### src/rtl/seg_scan_ctrl.sv
// Four-digit seven-segment scan controller: double-buffered display data applied at
// frame boundaries, blanking guard at the start of each slot, live enables/zero blanking.
module seg_scan_ctrl #(
   parameter int unsigned TICK_DIV  = 50000,
   parameter int unsigned BLANK_CYC = 8
) (
   input  logic        clk,
   input  logic        rst_n,
   input  logic        wr_en,
   input  logic [15:0] wr_data,
   input  logic [3:0]  wr_dp,
   output logic        wr_ready,
   input  logic [3:0]  dig_en,
   input  logic        lz_sup,
   output logic [3:0]  num,
   output logic [3:0]  an_n,
   output logic        dp_n,
   output logic        frame_done
);

   localparam int unsigned CW = (TICK_DIV > 1) ? $clog2(TICK_DIV) : 1;
   localparam logic [CW-1:0] LAST_CNT  = CW'(TICK_DIV - 1);
   localparam logic [CW-1:0] BLANK_END = CW'(BLANK_CYC);

   typedef enum logic {
      PH_BLANK,
      PH_SHOW
   } phase_t;

   logic [CW-1:0] div_cnt;
   logic [1:0]    dig_idx;
   logic [15:0]   active_data;
   logic [3:0]    active_dp;
   logic [15:0]   pending_data;
   logic [3:0]    pending_dp;
   logic          pending_valid;

   phase_t        phase;
   logic          slot_end;
   logic          frame_end;
   logic [3:0]    sup;
   logic [3:0]    onehot;
   logic [3:0]    cur_nib;
   logic          lit;

   always_comb begin
      phase     = (div_cnt < BLANK_END) ? PH_BLANK : PH_SHOW;
      slot_end  = (div_cnt == LAST_CNT);
      frame_end = slot_end && (dig_idx == 2'd3);
      wr_ready  = ~pending_valid;
   end

   // A digit is blanked only if it and every more-significant digit are zero.
   always_comb begin
      sup    = '0;
      sup[3] = lz_sup & (active_data[15:12] == 4'h0);
      sup[2] = lz_sup & (active_data[15:8]  == 8'h00);
      sup[1] = lz_sup & (active_data[15:4]  == 12'h000);
   end

   always_comb begin
      onehot  = 4'b0001 << dig_idx;
      cur_nib = active_data[{dig_idx, 2'b00} +: 4];
      lit     = (phase == PH_SHOW) && dig_en[dig_idx] && !sup[dig_idx];
   end

   always_ff @(posedge clk or negedge rst_n) begin
      if (!rst_n) begin
         div_cnt       <= '0;
         dig_idx       <= '0;
         active_data   <= '0;
         active_dp     <= '0;
         pending_data  <= '0;
         pending_dp    <= '0;
         pending_valid <= 1'b0;
         frame_done    <= 1'b0;
         an_n          <= '1;
         num           <= '0;
         dp_n          <= 1'b1;
      end else begin
         div_cnt <= slot_end ? '0 : div_cnt + 1'b1;
         if (slot_end) begin
            dig_idx <= dig_idx + 1'b1;
         end
         frame_done <= frame_end;

         // Pending is only ever full when wr_ready is low, so the swap and an
         // accepted write can never coincide.
         if (frame_end && pending_valid) begin
            active_data   <= pending_data;
            active_dp     <= pending_dp;
            pending_valid <= 1'b0;
         end else if (wr_en && !pending_valid) begin
            pending_data  <= wr_data;
            pending_dp    <= wr_dp;
            pending_valid <= 1'b1;
         end

         an_n <= lit ? ~onehot : '1;
         num  <= cur_nib;
         dp_n <= ~(lit & active_dp[dig_idx]);
      end
   end

endmodule

### config.mk
export PLATFORM = sky130hd
export DESIGN_NAME = seg_scan_ctrl
export DESIGN_NICKNAME = d
export VERILOG_FILES = /design/src/rtl/seg_scan_ctrl.sv
export SDC_FILE = /design/constraint.sdc
export NUM_CORES = 1
export LEC_CHECK = 0
export CAP_MARGIN = 20
export CORE_MARGIN = 4
export CORE_UTILIZATION = 49
export DETAILED_ROUTE_END_ITERATION = 7
export PLACE_DENSITY = 0.76
export SLEW_MARGIN = 15
export SYNTH_ARGS = -nofsm -noshare
export SYNTH_HDL_FRONTEND = slang
export SYNTH_SLANG_ARGS = --single-unit
### constraint.sdc
create_clock -name clk -period 1.65 [get_ports clk]
set_input_delay 0.2475 -clock clk [delete_from_list [all_inputs] [get_ports clk]]
set_output_delay 0.2475 -clock clk [all_outputs]
set_load 0.03 [all_outputs]
# After elaboration in Yosys (flattened, before gate mapping)
# Index checks and enable logic that the tools add are counted.
[word_totals]
reg_bits = 69
inputBits = 28
out_inout_bits = 11
elab_cells = 50
[classes]
n_addsub = 2
magnitude_cmp = 2
eq_ne = 2
n_shift = 2
mux = 11
bitwise = 8
n_reduce_logical = 12
[ops]
columns = ["op", "n"]
rows = [
  ["16-bit by 1-bit adder with 16-bit output, second input constant", 1],
  ["16-bit equality test, second input constant", 1],
  ["16-bit by 4-bit less-than comparator with 1-bit output, second input constant", 1],
  ["16-bit two-way mux", 1],
  ["16-bit by 5-bit indexed part select with 4-bit output", 1],
  ["12-bit zero test", 1],
  ["8-bit zero test", 1],
  ["1-bit binary-select mux with 2-bit select", 3],
  ["1-bit two-way mux", 6],
  ["1-bit logical AND", 5],
  ["1-bit bitwise AND", 4],
  ["4-bit zero test", 1],
  ["4-bit two-way mux", 1],
  ["4-bit NOT", 1],
  ["1-bit by 2-bit << shifter with 4-bit output, first input constant", 1],
  ["2-bit by 3-bit less-than comparator with 1-bit output, second input constant", 1],
  ["1-bit NOT", 3],
  ["2-bit by 1-bit adder with 2-bit output, second input constant", 1],
  ["2-bit equality test, second input constant", 1],
  ["1-bit zero test", 2],
  ["2-bit AND reduction", 1],
  ["2-bit nonzero test", 1],
]

# Longest topological paths before layout
# Gate-level depths: netlist (run 1).
[logic_depth]
depth_word = 8
depth_mapped = 6
mapped_depth_nobuf = 5

# Worst setup path after synthesis (run 1)
# No wires, ideal clock.
[synth_path]
path_kind = "register to register"
from = "register div_cnt[11]"
to = "register active_data[0]"
arrival_time_ns = 1.602
setup_slack_ns = -0.077
path_stages_with_launch = 6
n_path_buf = 1
synth_period_minus_slack_ns = 1.727
cell_sequence = "dfrtp_1 > nor4_4 > nand4_4 > nor2_8 > buf_12 > mux2_4"
[synth_via]
elab_chain_cells = 3
[synth_lines]
columns = ["element", "line_no", "rtl"]
rows = [
  ["start: declaration", "30", "logic [CW-1:0] div_cnt;"],
  ["start signal: assignment", "81", "div_cnt <= slot_end ? '0 : div_cnt + 1'b1;"],
  ["16-bit equality test", "48", "slot_end = (div_cnt == LAST_CNT);"],
  ["1-bit logical AND", "49", "frame_end = slot_end && (dig_idx == 2'd3);"],
  ["1-bit logical AND", "89", "if (frame_end && pending_valid) begin"],
  ["end signal: assignment", "90", "active_data <= pending_data;"],
  ["end: declaration", "32", "logic [15:0] active_data;"],
]
# Every way passes these cells.
# A chain may end at the register's enable or synchronous reset.

# Worst setup path after layout (run 1)
[layout_path]
from = "register div_cnt[5]"
to = "register active_data[9]"
# The elaborated chain is that of the path after synthesis.

==> out/qor.yml, run 1 <==
timing:
  fin_crit_sh_pct: 100
  setup_viol: 2
  max_freq_mhz: 605
  finClkSkew_ns: 0.00889
  worst_pin_slew_ns: 0.472
  finalHoldViolations: 0
  maxSlewViolCount: 0
  holdWs_ns: 0.390
  layout_min_cycle_time_ns: 1.65
  finalSetupTns_ns: -0.00487
  relSlewSlack_pct: 68.5
  rsz0062_at_grt: "yes"
  setup_slack_ns: -0.00336
hold_path:
  hp-class: "in -> async"
final_layout:
  layoutNonFillerInstCount: 361
  finalNetCount: 315
  diodes: 0
  mostFrequentLayoutCells: "dfrtp_1 (64), clkdlybuf4s50_1 (30), buf_4 (25)"
  layout.cells.most_common: "dfrtp_1"
  fin_area_um2: 4030
  layout-drive-gt1-share_pct: 39.5
  syn_to_final_growth_pct: 31.2
power:
  switching_power_uw: 689
  power_leakage_nw: 1.82
  netSwitchingFraction_pct: 20.7
  seqPwrFrac_pct: 53.7
  powerDensity_nw_per_um2: 824
  irDropWorstVdd_mv: 0.579
  comb_power_share_pct: 5.0
  clkPwrFrac_pct: 41.3
  p_int_mw: 2.63
routing:
  num_vias: 1927
  drt-total-wl_um: 5730
  wl_per_cell_um: 15.9
  remaining_drc_errors: 0
  drt-pass1-iter-count: 4
  final_antenna_net_count: 0
  drt_first_iter_violations: 70
  avgViaCountPerCell: 5.34
worst_setup_path:
  worst_ep_required_time_ns: 1.87
  crit_chain: "nor4_4, nand4_4, nor2_8, buf_12, mux2_4"
  critPathSlowestCell: "dfrtp_1"
  max_stage_delay_ns: 0.40
  worst-setup-path-type: "reg -> reg"
  path_max_fanout: 11
  crit_buf_inv: 1
  worstSetupEndpointType: "register"
  critical-path-top-delay-family: "simple AND/OR/NAND/NOR gates"
  critPathLaunchType: "register"
  cp_data_arrival_time_ns: 1.87
clocking:
  path_clk_slew_ns: 0.07
  htree_levels: 3
  clk_latency_ns: 0.34
  cts_num_sinks: 69
  root_buffer: "clkbuf_8"
  cts_buffer_depth: 2
  cts_tree: "yes"
  cts_buffers: 9
floorplan:
  dieWidth_um: 87.2
  core_um2: 5990
  floorplan.die_area_um2: 7600
  die_h_um: 87.2
  fp-row-count: 28
  start_util_pct: 51.3
  num_io_pins: 39
placed_design:
  dpl.cell_count: 343
  placed_area_um2: 3740
  place_hpwl_um: 4330
  io_buffers: 38
  gp_congestion: 0.833
synth:
  yosysWarnings: 0
  ys_seq_area_share_pct: 56.4
  synth_cell_types: 36
  syn_avg_cell_area_um2: 14.8
  synth-seq-cells: 69
  syn_nets: 241
  synth_area_um2: 3070
  synthCells: 208
status:
  violations: "negative setup slack"
  status: "complete, but fails checks"
grt:
  grt-ovfl-total: 0
  grt_max_degree: 40
  grt_pass1_vias: 2062
  grt_pass1_wl_um: 9870
  grtUsageTotal_pct: 17.2
  antenna_found_initial: 0
run:
  cap_violations: 0
==> cells by family (layout without fill, tap and decap cells) <==
family,after synthesis,after routing,synth area share [%]
flip-flops,69,69,56.4
adder cells (fa/ha/maj),5,5,2.04
multiplexers,49,49,22.4
XOR/XNOR,13,13,3.71
AND/OR/NAND/NOR,57,57,11.9
AO/OA/AOI/OAI,4,4,1.06
buffers and inverters,11,89,2.44
==> per-layer routing <==
metal | wire, µm | GRT usage [%] | vias up
met2 | 2960 | 28.5 | 41
met5 | 0 | 0 | -
met1 | 2430 | 21.4 | 980
met4 | 97 | 7.95 | 0
li1 | - | - | 895
met3 | 249 | 4.07 | 11
==> synthesized netlist by cell type, drive strengths merged <==
cell     n  area share, %
or4b     1           0.33
and3     2           0.41
nor4     6            2.2
nor3     2           0.49
xor2     7            2.0
mux2i    2           0.65
buf      4            1.6
dfstp    5            4.3
xnor2    6            1.7
or4      2           0.49
mux4     6            4.4
clkbuf   2           0.24
and2     2           0.41
dfrtp   64             52
ha       5            2.0
inv      5           0.61
o41a     1           0.37
nand3    9            1.5
o41ai    1           0.29
nand2   11            1.4
nor2b    1           0.20
o211ai   1           0.24
and4     3           0.86
nor2    13            2.1
a21oi    1           0.16
mux2    41             17
nand4    5            1.5
==> layout make-up <==
cell class | count | area (µm²)
tap | 75 | 93.8
sequential | 69 | 1730
fill | 439 | 1960
inverter | 5 | 18.8
clock buffer | 12 | 155
multi-input combinational | 128 | 1320
timing repair buffer | 69 | 659
clock inverter | 3 | 45.0
==> sequential cells by signal, summed over array words and instances (netlist names) <==
name,flops
frame_done,1
pending_valid,1
active_dp,4
num,4
dig_idx,2
dp_n,1
active_data,16
div_cnt,16
an_n,4
pending_data,16
pending_dp,4
==> through the flow <==
step	utilization [%]	power, mW	setup slack [ns]
3_5_place_dp	62.5	1.99	-0.0361
5_1_grt	67.3	3.48	-0.0854
4_1_cts	66.1	3.37	-0.00700
2_1_floorplan	-	1.86	-0.0630
3_3_place_gp	62.5	1.98	0.0122
6_report	67.3	3.32	-0.00336
==> power groups by stage <==
stage               clock, mW  combinational [mW]  sequential [mW]
floorplan                   0              0.0563             1.81
global placement            0               0.165             1.81
detailed placement          0               0.171             1.82
CTS                      1.42               0.173             1.78
global route             1.50               0.185             1.79
finish                   1.37               0.168             1.78
==> final timing paths <==
| path | from | to | slack [ns] | cells after the start |
|---|---|---|---|---|
| setup / recovery | div_cnt[5]$_DFF_PN0_ | active_data[9]$_DFFE_PN0P_ | -0.003 | 5 |
| hold / removal | rst_n | active_dp[0]$_DFFE_PN0P_ | 0.39 | 2 |
| setup reg to reg | div_cnt[5]$_DFF_PN0_ | active_data[9]$_DFFE_PN0P_ | -0.003 | 5 |
| hold reg to reg | pending_data[14]$_DFFE_PN0P_ | active_data[14]$_DFFE_PN0P_ | 0.51 | 1 |
| max in group asynchronous | rst_n | active_data[7]$_DFFE_PN0P_ | 0.69 | 3 |
| min in group clk | wr_en | pending_valid$_DFFE_PN0P_ | 0.49 | 3 |
==> repair_timing <==
item / CTS / global route
endpoints found under the setup margin: 18 / 34
buffers inserted: 1 / 1
hold buffers: 1 / 0
pin swaps: 1 / 10
resized for setup: 7 / 17
hold endpoints to repair: 13 / 0
Note: power is estimated with default switching activity, not from simulation.
==> run 2: changes to the inputs <==
Settings changed: CAP_MARGIN 20 to default.
==> results of run 2 <==
Same layout as run 1: the final DEF is identical, and so are final timing and power.
==> run 3: changes to the inputs <==
Settings changed: GPL_TIMING_DRIVEN from default to 0.
==> out/qor.yml, run 3 (same netlist as run 1, synthesis figures left out) <==
clocking:
  cts_num_sinks: 69  # unchanged
  cts_tree: "yes"
  clk_latency_ns: 0.35  # about the same
  htree_levels: 3  # unchanged
  cts_buffers: 9  # unchanged
  root_buffer: "clkbuf_8"
  cts_buffer_depth: 2  # unchanged
  path_clk_slew_ns: 0.08  # about the same
placed_design:
  io_buffers: 38  # unchanged
  place_hpwl_um: 4000  # -7.6%
  gp_congestion: 0.814  # -2.3%
  dpl.cell_count: 322  # -6.1%
floorplan:
  num_io_pins: 39  # unchanged
  floorplan.die_area_um2: 7600  # unchanged
  start_util_pct: 51.3  # unchanged
  core_um2: 5990  # unchanged
  dieWidth_um: 87.2  # unchanged
  fp-row-count: 28  # unchanged
  die_h_um: 87.2  # unchanged
grt:
  antenna_found_initial: 0  # unchanged
  grt_max_degree: 39  # -2.5%
  grtUsageTotal_pct: 17.2  # -0.027 points
  grt-ovfl-total: 0  # unchanged
  grt_pass1_wl_um: 9840  # -0.28%
  grt_pass1_vias: 2021  # -2.0%
worst_setup_path:
  cp_data_arrival_time_ns: 1.94  # +0.07 ns
  critical-path-top-delay-family: "simple AND/OR/NAND/NOR gates"
  crit_chain: "nor3_4, nand4_4, nor2_8, buf_12, mux2_4"
  max_stage_delay_ns: 0.46  # +0.06 ns
  rr_endpoint: "active_data[11]$_DFFE_PN0P_"
  worst-r2r-cell-count: 5  # unchanged
  r2r_slack_ns: -0.06  # -0.06 ns
  worst-setup-path-type: "reg -> reg"
  critPathSlowestCell: "dfrtp_1"
  worstSetupEndpointType: "register"
  worst_ep_required_time_ns: 1.88  # about the same
  path_max_fanout: 10  # -1
  r2r_start: "div_cnt[12]$_DFF_PN0_"
  crit_buf_inv: 1  # unchanged
  critPathLaunchType: "register"
final_layout:
  layout.cells.most_common: "dfrtp_1"
  diodes: 0  # unchanged
  syn_to_final_growth_pct: 27.6
  mostFrequentLayoutCells: "dfrtp_1 (61), clkdlybuf4s50_1 (30), mux2_2 (21)"
  top_regs: "active_data (16), div_cnt (16), pending_data (16)"
  finalNetCount: 303  # -3.8%
  layout-drive-gt1-share_pct: 36.4  # -3.1 points
  layoutNonFillerInstCount: 350  # -3.0%
timing:
  setup_slack_ns: -0.0648  # -0.0614 ns
  maxSlewViolCount: 0  # unchanged
  rsz0062_at_grt: "yes"
  layout_min_cycle_time_ns: 1.71  # +0.0614 ns
  setup_viol: 20  # +18
  holdWs_ns: 0.368  # -0.0224 ns
  fin_crit_sh_pct: 104  # +3.7 points
  worst_pin_slew_ns: 0.543  # +0.0707 ns
  finalHoldViolations: 0  # unchanged
  relSlewSlack_pct: 63.8  # -4.7 points
  max_freq_mhz: 583  # -3.6%
  finClkSkew_ns: 0.00842  # -0.000472 ns
routing:
  final_antenna_net_count: 0  # unchanged
  drt-total-wl_um: 5720  # -0.28%
  wl_per_cell_um: 16.3  # +2.9%
  drt_first_iter_violations: 74  # +5.7%
  drt-pass1-iter-count: 4  # unchanged
  remaining_drc_errors: 0  # unchanged
  avgViaCountPerCell: 5.31  # -0.55%
  num_vias: 1858  # -3.6%
status:
  status: "complete, but fails checks"
  violations: "negative setup slack"
power:
  power_leakage_nw: 1.76  # -3.2%
  powerDensity_nw_per_um2: 854  # +3.6%
  irDropWorstVdd_mv: 0.729  # +26%
hold_path:
  hp-class: "in -> async"
run:
  cap_violations: 0  # unchanged
[run 3: cell types whose count changed in the layout (fill, tap and decap cells not counted), moves of 3 or more]
cell / change
buf_4: -13
dfrtp_1: -3
dfrtp_2: +3
nor2_1: +6
nor2_4: -4
[run 3: final cells by class]
type	count	area [µm²]
timing repair buffer	51	485
buffer	6	65.1
fill	429	2070
tap	75	93.8
inverter	5	18.8
sequential	69	1740
multi-input combinational	128	1310
clock inverter	7	82.6
clock buffer	9	124
[run 3: power breakdown]
part / leakage [nW] / internal (mW) / total (mW) / switching (mW)
Clock: 0.0984 / 0.720 / 1.40 / 0.680
Sequential: 0.891 / 1.75 / 1.78 / 0.0299
Combinational: 0.774 / 0.108 / 0.166 / 0.0579
Total: 1.76 / 2.58 / 3.34 / 0.768
[run 3: how the worst max path moves through the flow]
stage,from,endpoint,cells after the start
2_1_floorplan,div_cnt[5]$_DFF_PN0_,active_data[0]$_DFFE_PN0P_,5
3_3_place_gp,rst_n,pending_data[11]$_DFFE_PN0P_,1
3_5_place_dp,wr_en,pending_data[10]$_DFFE_PN0P_,4
4_1_cts,div_cnt[11]$_DFF_PN0_,active_data[5]$_DFFE_PN0P_,5
5_1_grt,div_cnt[7]$_DFF_PN0_,active_data[5]$_DFFE_PN0P_,5
6_report,div_cnt[12]$_DFF_PN0_,active_data[11]$_DFFE_PN0P_,5
[run 3: what timing repair did]
item,4_1_cts,5_1_grt
pin swaps,5,10
buffers inserted,6,6
endpoints found under the setup margin,39,43
resized for setup,15,9
endpoints found under the hold margin,26,0
hold buffers,1,0
[run 3: worst register-to-register path: stages (launching register included)]
cell and delay (ns):
dfrtp_1 0.46, nor3_4 0.32, nand4_4 0.19, nor2_8 0.16, buf_12 0.16, mux2_4 0.31
[run 3: routing by layer]
metal  global-route usage (%)  up-vias  share of wire, %
met2                     29.5       36                52
li1                         -      875                 -
met3                     5.96        6               4.7
met1                     20.7      941                42
met4                     4.60        0               1.0
met5                        0        -                 0
[run 3: per-stage QoR]
stage	util [%]	worst slack [ns]	power [mW]	TNS (ns)	area (µm²)
after detailed placement	59.5	-0.257	1.98	-8.76	3560
after floorplan	-	-0.0630	1.86	-1.17	3070
after global placement	59.2	-1.91	1.97	-136.42	3540
final	65.4	-0.0648	3.34	-1.06	3920
after CTS	64.3	-0.0895	3.38	-1.54	3850
after global routing	65.4	-0.126	3.49	-2.18	3920
